$ cat config.mk
export PLATFORM = sky130hd
export DESIGN_NAME = mw_ecc_encode_reg
export DESIGN_NICKNAME = d
export VERILOG_FILES = /design/src/rtl/mw_ecc_encode_reg.sv
export SDC_FILE = /design/constraint.sdc
export NUM_CORES = 1
export LEC_CHECK = 0
export CAP_MARGIN = 15
export CELL_PAD_IN_SITES_DETAIL_PLACEMENT = 0
export CELL_PAD_IN_SITES_GLOBAL_PLACEMENT = 1
export CORE_ASPECT_RATIO = 0.9
export CORE_UTILIZATION = 30
export CTS_CLUSTER_DIAMETER = 60
export DETAILED_ROUTE_END_ITERATION = 6
export GPL_TIMING_DRIVEN = 0
export PLACE_DENSITY_LB_ADDON = 0.1
export SETUP_SLACK_MARGIN = 0.1
export SKIP_LAST_GASP = 1
export SLEW_MARGIN = 20
export SYNTH_ARGS = -nofsm -noshare
export SYNTH_HDL_FRONTEND = slang
export SYNTH_SLANG_ARGS = --single-unit
$ cat constraint.sdc
create_clock -name clk -period 5.92 [get_ports clk]
set_input_delay 0.592 -clock clk [delete_from_list [all_inputs] [get_ports clk]]
set_output_delay 0.592 -clock clk [all_outputs]
set_load 0.02 [all_outputs]
$ cat src/rtl/mw_ecc_encode_reg.sv
// mw_ecc_encode_reg: M->W pipeline register that SECDED-encodes ALU result,
// load data and PC+4 into 39-bit codewords. The block also has a one-cycle
// self-check engine and a BIST single-bit fault-injection port.
module mw_ecc_encode_reg #(
  parameter int unsigned CNT_W = 8
) (
  input  logic              clk,
  input  logic              rst,
  input  logic              en,
  input  logic              flush,
  input  logic              RegWriteM,
  input  logic              ResultSrcM,
  input  logic [4:0]        RdM,
  input  logic [31:0]       ALU_ResultM,
  input  logic [31:0]       ReadDataM,
  input  logic [31:0]       PCPlus4M,
  input  logic              inj_en,
  input  logic [1:0]        inj_sel,
  input  logic [5:0]        inj_pos,
  input  logic              err_clr,
  output logic              RegWriteW,
  output logic              ResultSrcW,
  output logic [4:0]        RdW,
  output logic [38:0]       ALU_ResultW_ECC,
  output logic [38:0]       ReadDataW_ECC,
  output logic [38:0]       PCPlus4W_ECC,
  output logic [2:0]        ecc_err_field,
  output logic              ecc_chk_error,
  output logic [CNT_W-1:0]  ecc_err_count
);

  localparam int unsigned DATA_W = 32;
  localparam int unsigned CW_W   = 39;
  localparam int unsigned SYN_W  = 6;
  localparam int unsigned NPOS   = 38;
  localparam logic [CNT_W-1:0] CNT_MAX = '1;

  // Syndrome over Hamming positions 1..38: XOR of the indices of all set bits.
  function automatic logic [SYN_W-1:0] ecc_syndrome(input logic [CW_W-1:0] cw);
    logic [SYN_W-1:0] s;
    s = '0;
    for (int unsigned i = 1; i <= NPOS; i++) begin
      if (cw[i]) s = s ^ SYN_W'(i);
    end
    return s;
  endfunction

  // Scatter data into non-power-of-two positions, then set parity and overall bit.
  function automatic logic [CW_W-1:0] ecc_encode(input logic [DATA_W-1:0] d);
    logic [CW_W-1:0]  cw;
    logic [SYN_W-1:0] s;
    logic [4:0]       j;
    cw = '0;
    j  = '0;
    for (int unsigned i = 1; i <= NPOS; i++) begin
      if ((i & (i - 1)) != 0) begin
        cw[i] = d[j];
        j     = j + 5'd1;
      end
    end
    s      = ecc_syndrome(cw);
    cw[1]  = s[0];
    cw[2]  = s[1];
    cw[4]  = s[2];
    cw[8]  = s[3];
    cw[16] = s[4];
    cw[32] = s[5];
    cw[0]  = ^cw[CW_W-1:1];
    return cw;
  endfunction

  // A word fails if its syndrome is nonzero or its overall parity is odd.
  function automatic logic ecc_fail(input logic [CW_W-1:0] cw);
    return (ecc_syndrome(cw) != '0) || (^cw);
  endfunction

  logic             regwrite_q, regwrite_d;
  logic             resultsrc_q, resultsrc_d;
  logic [4:0]       rd_q, rd_d;
  logic [CW_W-1:0]  alu_cw_q, alu_cw_d;
  logic [CW_W-1:0]  rdata_cw_q, rdata_cw_d;
  logic [CW_W-1:0]  pc4_cw_q, pc4_cw_d;
  logic             chk_pend_q, chk_pend_d;
  logic [2:0]       err_field_q, err_field_d;
  logic             chk_error_q, chk_error_d;
  logic [CNT_W-1:0] err_count_q, err_count_d;

  logic [CW_W-1:0]  inj_mask_c;
  logic [2:0]       fail_vec_c;

  // Single-bit injection mask; out-of-range positions produce no flip.
  always_comb begin
    inj_mask_c = '0;
    if (inj_en && (inj_pos < 6'(CW_W))) inj_mask_c = CW_W'(1) << inj_pos;
  end

  // Pipeline data path: flush > en > hold.
  always_comb begin
    regwrite_d  = regwrite_q;
    resultsrc_d = resultsrc_q;
    rd_d        = rd_q;
    alu_cw_d    = alu_cw_q;
    rdata_cw_d  = rdata_cw_q;
    pc4_cw_d    = pc4_cw_q;
    if (flush) begin
      regwrite_d  = 1'b0;
      resultsrc_d = 1'b0;
      rd_d        = '0;
      alu_cw_d    = '0;
      rdata_cw_d  = '0;
      pc4_cw_d    = '0;
    end else if (en) begin
      regwrite_d  = RegWriteM;
      resultsrc_d = ResultSrcM;
      rd_d        = RdM;
      alu_cw_d    = ecc_encode(ALU_ResultM);
      rdata_cw_d  = ecc_encode(ReadDataM);
      pc4_cw_d    = ecc_encode(PCPlus4M);
      case (inj_sel)
        2'd0:    alu_cw_d   = alu_cw_d ^ inj_mask_c;
        2'd1:    rdata_cw_d = rdata_cw_d ^ inj_mask_c;
        2'd2:    pc4_cw_d   = pc4_cw_d ^ inj_mask_c;
        default: ;
      endcase
    end
  end

  // Self-check of the words captured on the previous edge; a failing check beats err_clr.
  always_comb begin
    chk_pend_d  = flush | en;
    err_field_d = err_field_q;
    chk_error_d = chk_error_q;
    err_count_d = err_count_q;
    fail_vec_c  = {ecc_fail(pc4_cw_q), ecc_fail(rdata_cw_q), ecc_fail(alu_cw_q)};
    if (err_clr) begin
      err_field_d = '0;
      chk_error_d = 1'b0;
      err_count_d = '0;
    end
    if (chk_pend_q) begin
      err_field_d = fail_vec_c;
      if (|fail_vec_c) begin
        chk_error_d = 1'b1;
        if (err_clr)                     err_count_d = CNT_W'(1);
        else if (err_count_q != CNT_MAX) err_count_d = err_count_q + CNT_W'(1);
      end
    end
  end

  // State registers with synchronous reset.
  always_ff @(posedge clk) begin
    if (rst) begin
      regwrite_q  <= 1'b0;
      resultsrc_q <= 1'b0;
      rd_q        <= '0;
      alu_cw_q    <= '0;
      rdata_cw_q  <= '0;
      pc4_cw_q    <= '0;
      chk_pend_q  <= 1'b0;
      err_field_q <= '0;
      chk_error_q <= 1'b0;
      err_count_q <= '0;
    end else begin
      regwrite_q  <= regwrite_d;
      resultsrc_q <= resultsrc_d;
      rd_q        <= rd_d;
      alu_cw_q    <= alu_cw_d;
      rdata_cw_q  <= rdata_cw_d;
      pc4_cw_q    <= pc4_cw_d;
      chk_pend_q  <= chk_pend_d;
      err_field_q <= err_field_d;
      chk_error_q <= chk_error_d;
      err_count_q <= err_count_d;
    end
  end

  assign RegWriteW       = regwrite_q;
  assign ResultSrcW      = resultsrc_q;
  assign RdW             = rd_q;
  assign ALU_ResultW_ECC = alu_cw_q;
  assign ReadDataW_ECC   = rdata_cw_q;
  assign PCPlus4W_ECC    = pc4_cw_q;
  assign ecc_err_field   = err_field_q;
  assign ecc_chk_error   = chk_error_q;
  assign ecc_err_count   = err_count_q;

endmodule
==> results of run 1 <==
[placed cells by master, fill, tap and decap left out, drive strengths merged, types with 12 or more instances in the layout]
cell / count
a311oi: 57
dfxtp: 137
xnor2: 331
nor2: 156
xor2: 99
o21ai: 64
clkdlybuf4s50: 250
nand3: 12
nand2: 77
or3: 62
mux2i: 25
a211oi: 47
clkbuf: 73
[how the worst max path moves through the flow]
stage                             startpoint                                to  slack (ns)  cells after the start
4_1_cts                           inj_pos[2]  ALU_ResultW_ECC[34]$_SDFFE_PP0P_        2.52                      6
3_5_place_dp                      inj_pos[2]  ALU_ResultW_ECC[34]$_SDFFE_PP0P_        2.07                      6
5_1_grt                           inj_pos[3]      PCPlus4W_ECC[0]$_SDFFE_PP0P_        2.54                      9
2_1_floorplan  PCPlus4W_ECC[21]$_SDFFE_PP0P_       ecc_err_count[1]$_SDFF_PP0_        3.12                      9
3_3_place_gp                      inj_pos[2]  ALU_ResultW_ECC[33]$_SDFFE_PP0P_        2.12                      6
6_report                          inj_pos[3]      PCPlus4W_ECC[0]$_SDFFE_PP0P_        2.57                      9
[logic make-up after synthesis]
group                      Yosys count  synth area share (%)
DFF                                137                  26.9
AOI/OAI and AO/OA                  187                  12.7
adders and majority gates            1                 0.123
muxes                               25                  2.49
and+or+nand+nor                    352                  16.1
buffers and inverters               64                  2.36
xor gates and xnor gates           441                  39.4
[registers in the layout (all words and copies together), names as in the netlist]
signal / cells
RegWriteW: 1
ecc_chk_error: 1
ResultSrcW: 1
chk_pend_q: 1
PCPlus4W_ECC: 39
ALU_ResultW_ECC: 39
RdW: 5
ecc_err_count: 8
ReadDataW_ECC: 39
ecc_err_field: 3
[synthesized netlist by cell type (5+ instances only)]
master,n
xnor3_1,11
xnor2_1,331
nand3_1,12
mux2i_1,24
nor2_1,156
xor2_1,99
buf_1,8
nand2_1,77
or3_1,60
o21ai_0,63
a211oi_1,47
or2_2,8
dfxtp_1,137
and3_1,5
clkbuf_1,52
a311oi_1,57
nand2b_1,6
or3b_2,5
a21oi_1,11
[where the power goes]
group	total, W	switching, W	internal (W)
sequential	0.00106	0.0000843	0.000979
combinational	0.00163	0.000815	0.000820
clock	0.00120	0.000459	0.000739
total	0.00390	0.00136	0.00254
[layer usage]
| layer | vias to the layer above | track usage, % | share of wire, % |
|---|---|---|---|
| met5 | - | 0 | 0 |
| met4 | 0 | 7.19 | 2.0 |
| met3 | 50 | 4.82 | 6.4 |
| met2 | 376 | 37.2 | 42 |
| met1 | 4518 | 36.6 | 49 |
| li1 | 4656 | - | - |
[through the flow]
stage	hold WS [ns]	power, W	setup WS (ns)	utilization, %	area, sq um
floorplan	0.485	0.00220	3.12	-	10200
global placement	0.469	0.00271	2.12	40.0	13300
detailed placement	0.463	0.00271	2.07	40.0	13300
CTS	0.476	0.00391	2.52	41.9	13900
global route	0.516	0.00406	2.54	41.9	13900
finish	0.476	0.00390	2.57	41.9	13900
[critical path: cells and delay by family]
family,cells,cell delay (ns)
AND/OR/NAND/NOR,4,1.50
multiplexers,1,0.16
XOR/XNOR,3,0.92
buffers and inverters,1,0.47
[final cells by class]
type / instances / area (sq um) / share of cell area (%)
multi-input cells: 1006 / 7220 / 51.9
flip-flops and latches: 137 / 2740 / 19.7
repair buffers: 250 / 2500 / 18.0
well taps: 455 / 569 / 4.09
clock buffers: 21 / 470 / 3.38
plain buffers: 60 / 225 / 1.62
clock inverters: 11 / 168 / 1.20
inverters: 4 / 15.0 / 0.108
==> impl_metrics.ini, run 1 <==
[synth]
ys_warn_count = 0
synth_area_sq_um = 10200
synthTopCellsByArea = xnor2_1, dfxtp_1, xor2_1
synth.yosys.seq_area_share_pct = 26.9
synthesis.nets = 1325
ys_async_sr_fraction_pct = 0
ys_types = 42
yosys.area.top_type = xnor2_1
syn_inst = 1207
synth_seq_cells = 137
synth.avg_cell_area_sq_um = 8.45
yosysTopAreaCellShare_pct = 28.4
synth-main-ff-cell = dfxtp_1
synth_edf_count = 0

[sta]
slew_headroom_pct = 22.8
hold_violations = 0
rsz0062_at_grt = false
period_share_pct = 56.5
worst_pin_slew_ns = 1.15
clock_skew_ns = 0.00726
setup_tns_ns = 0
fmax_mhz = 299
setup_viol = 0
finalMaxSlewViolations = 0
min_period_ns = 3.35

[clock_network]
cts-root-buf = clkbuf_16
cts_tree = yes
clk_pin_slew_ns = 0.06
clk_path_buf_depth = 2
post-cts-setup-buffers = 0
holdBufCountCts = 0
insertion_delay_ns = 0.44
numCtsBuffers = 17
postCtsResizedCells = 0
cts_sinks = 137
cts-htree-levels = 4

[global_routing]
grt_usage_pct = 25.2
grt_pass1_vias = 9162
grt_pass1_wl_um = 62300
grt_max_degree = 17
grt_overflow_total = 0
antenna_found_initial = 0

[cells_and_area]
instances_no_fill = 1944
area_growth_pct = 36.4
n_fill_cell = 3406
fin_nets = 1594
antennaDiodeCount = 0
drive_above_1_share_pct = 3.49

[routing]
wirelength_um = 43900
drc = 0
ant_nets = 0
wl_per_cell_um = 22.6
avgViaCountPerCell = 4.94
dr.pass1.iters = 5
drtIter0Drc = 671
num_vias = 9600

[min_path]
hp-class = flip-flop to flip-flop
worstHoldStart = ecc_chk_error$_SDFF_PP0_
min_path_cells = 2
whs_endpoint = ecc_chk_error$_SDFF_PP0_

[floorplan]
placementRows = 63
die-area_sq_um = 34700
boundaryPins = 253
floorplan.initialDensity_pct = 30.7
core_area_sq_um = 33200
chipWidth_um = 196
die_h_um = 177

[worst_setup_path]
r2r_end = ecc_err_count[7]$_SDFF_PP0_
cp_slowest_cell = nor3_1
worst_ep_arrival_time_ns = 3.65
regToRegSetupSlack_ns = 2.64
cp-end-kind = flip-flop
cp_cell_sequence = clkdlybuf4s50_1, nand2b_1, nor3_1, nand3_1, xnor2_1, xnor3_1, xnor3_1, mux2i_1, nor2_1
crit_type = input pin to flip-flop
start_kind = input pin
slowest_delay_ns = 0.91
cp_max_fo = 8
worstPathRequired_ns = 6.22
r2r_cells = 9
crit_path_frequent_cell = xnor3_1
r2r-start = ALU_ResultW_ECC[18]$_SDFFE_PP0P_

[placement]
io_buffers = 250
placed_cells = 1912
gp_congestion = 0.910
place.detailed.hpwl_um = 35800

[run_status]
status = complete, no violations

[power_and_ir_drop]
vdd_ir_drop_max_v = 0.000191
powerDensity_nw_per_um2 = 280
power.leakage_nw = 4.49

[job]
cap_violations = 0
No activity file was read; power rests on OpenSTA's default activity.
==> run 2, diff against run 1 <==
==> constraint.sdc (replaced) <==
create_clock -name clk -period 3.51 [get_ports clk]
set_input_delay 0.351 -clock clk [delete_from_list [all_inputs] [get_ports clk]]
set_output_delay 0.351 -clock clk [all_outputs]
set_load 0.02 [all_outputs]
==> results of run 2 <==
The final DEF is identical to that of run 1. Status: complete, no violations.
Main changes from that run: setup slack after placement 2.07 ns -> -0.0991 ns; setup slack after layout 2.57 ns -> 0.231 ns; hold slack 0.476 ns -> 0.433 ns; start point of the critical path inj_pos[3] -> ALU_ResultW_ECC[18]$_SDFFE_PP0P_; end point of the critical path PCPlus4W_ECC[0]$_SDFFE_PP0P_ -> ecc_err_count[7]$_SDFF_PP0_; register-to-register setup slack 2.64 ns -> 0.23 ns; end point of the worst hold path ecc_chk_error$_SDFF_PP0_ -> ReadDataW_ECC[14]$_SDFFE_PP0P_; total power 0.00390 W -> 0.00657 W; worst IR drop on VDD 0.000191 V -> 0.000322 V
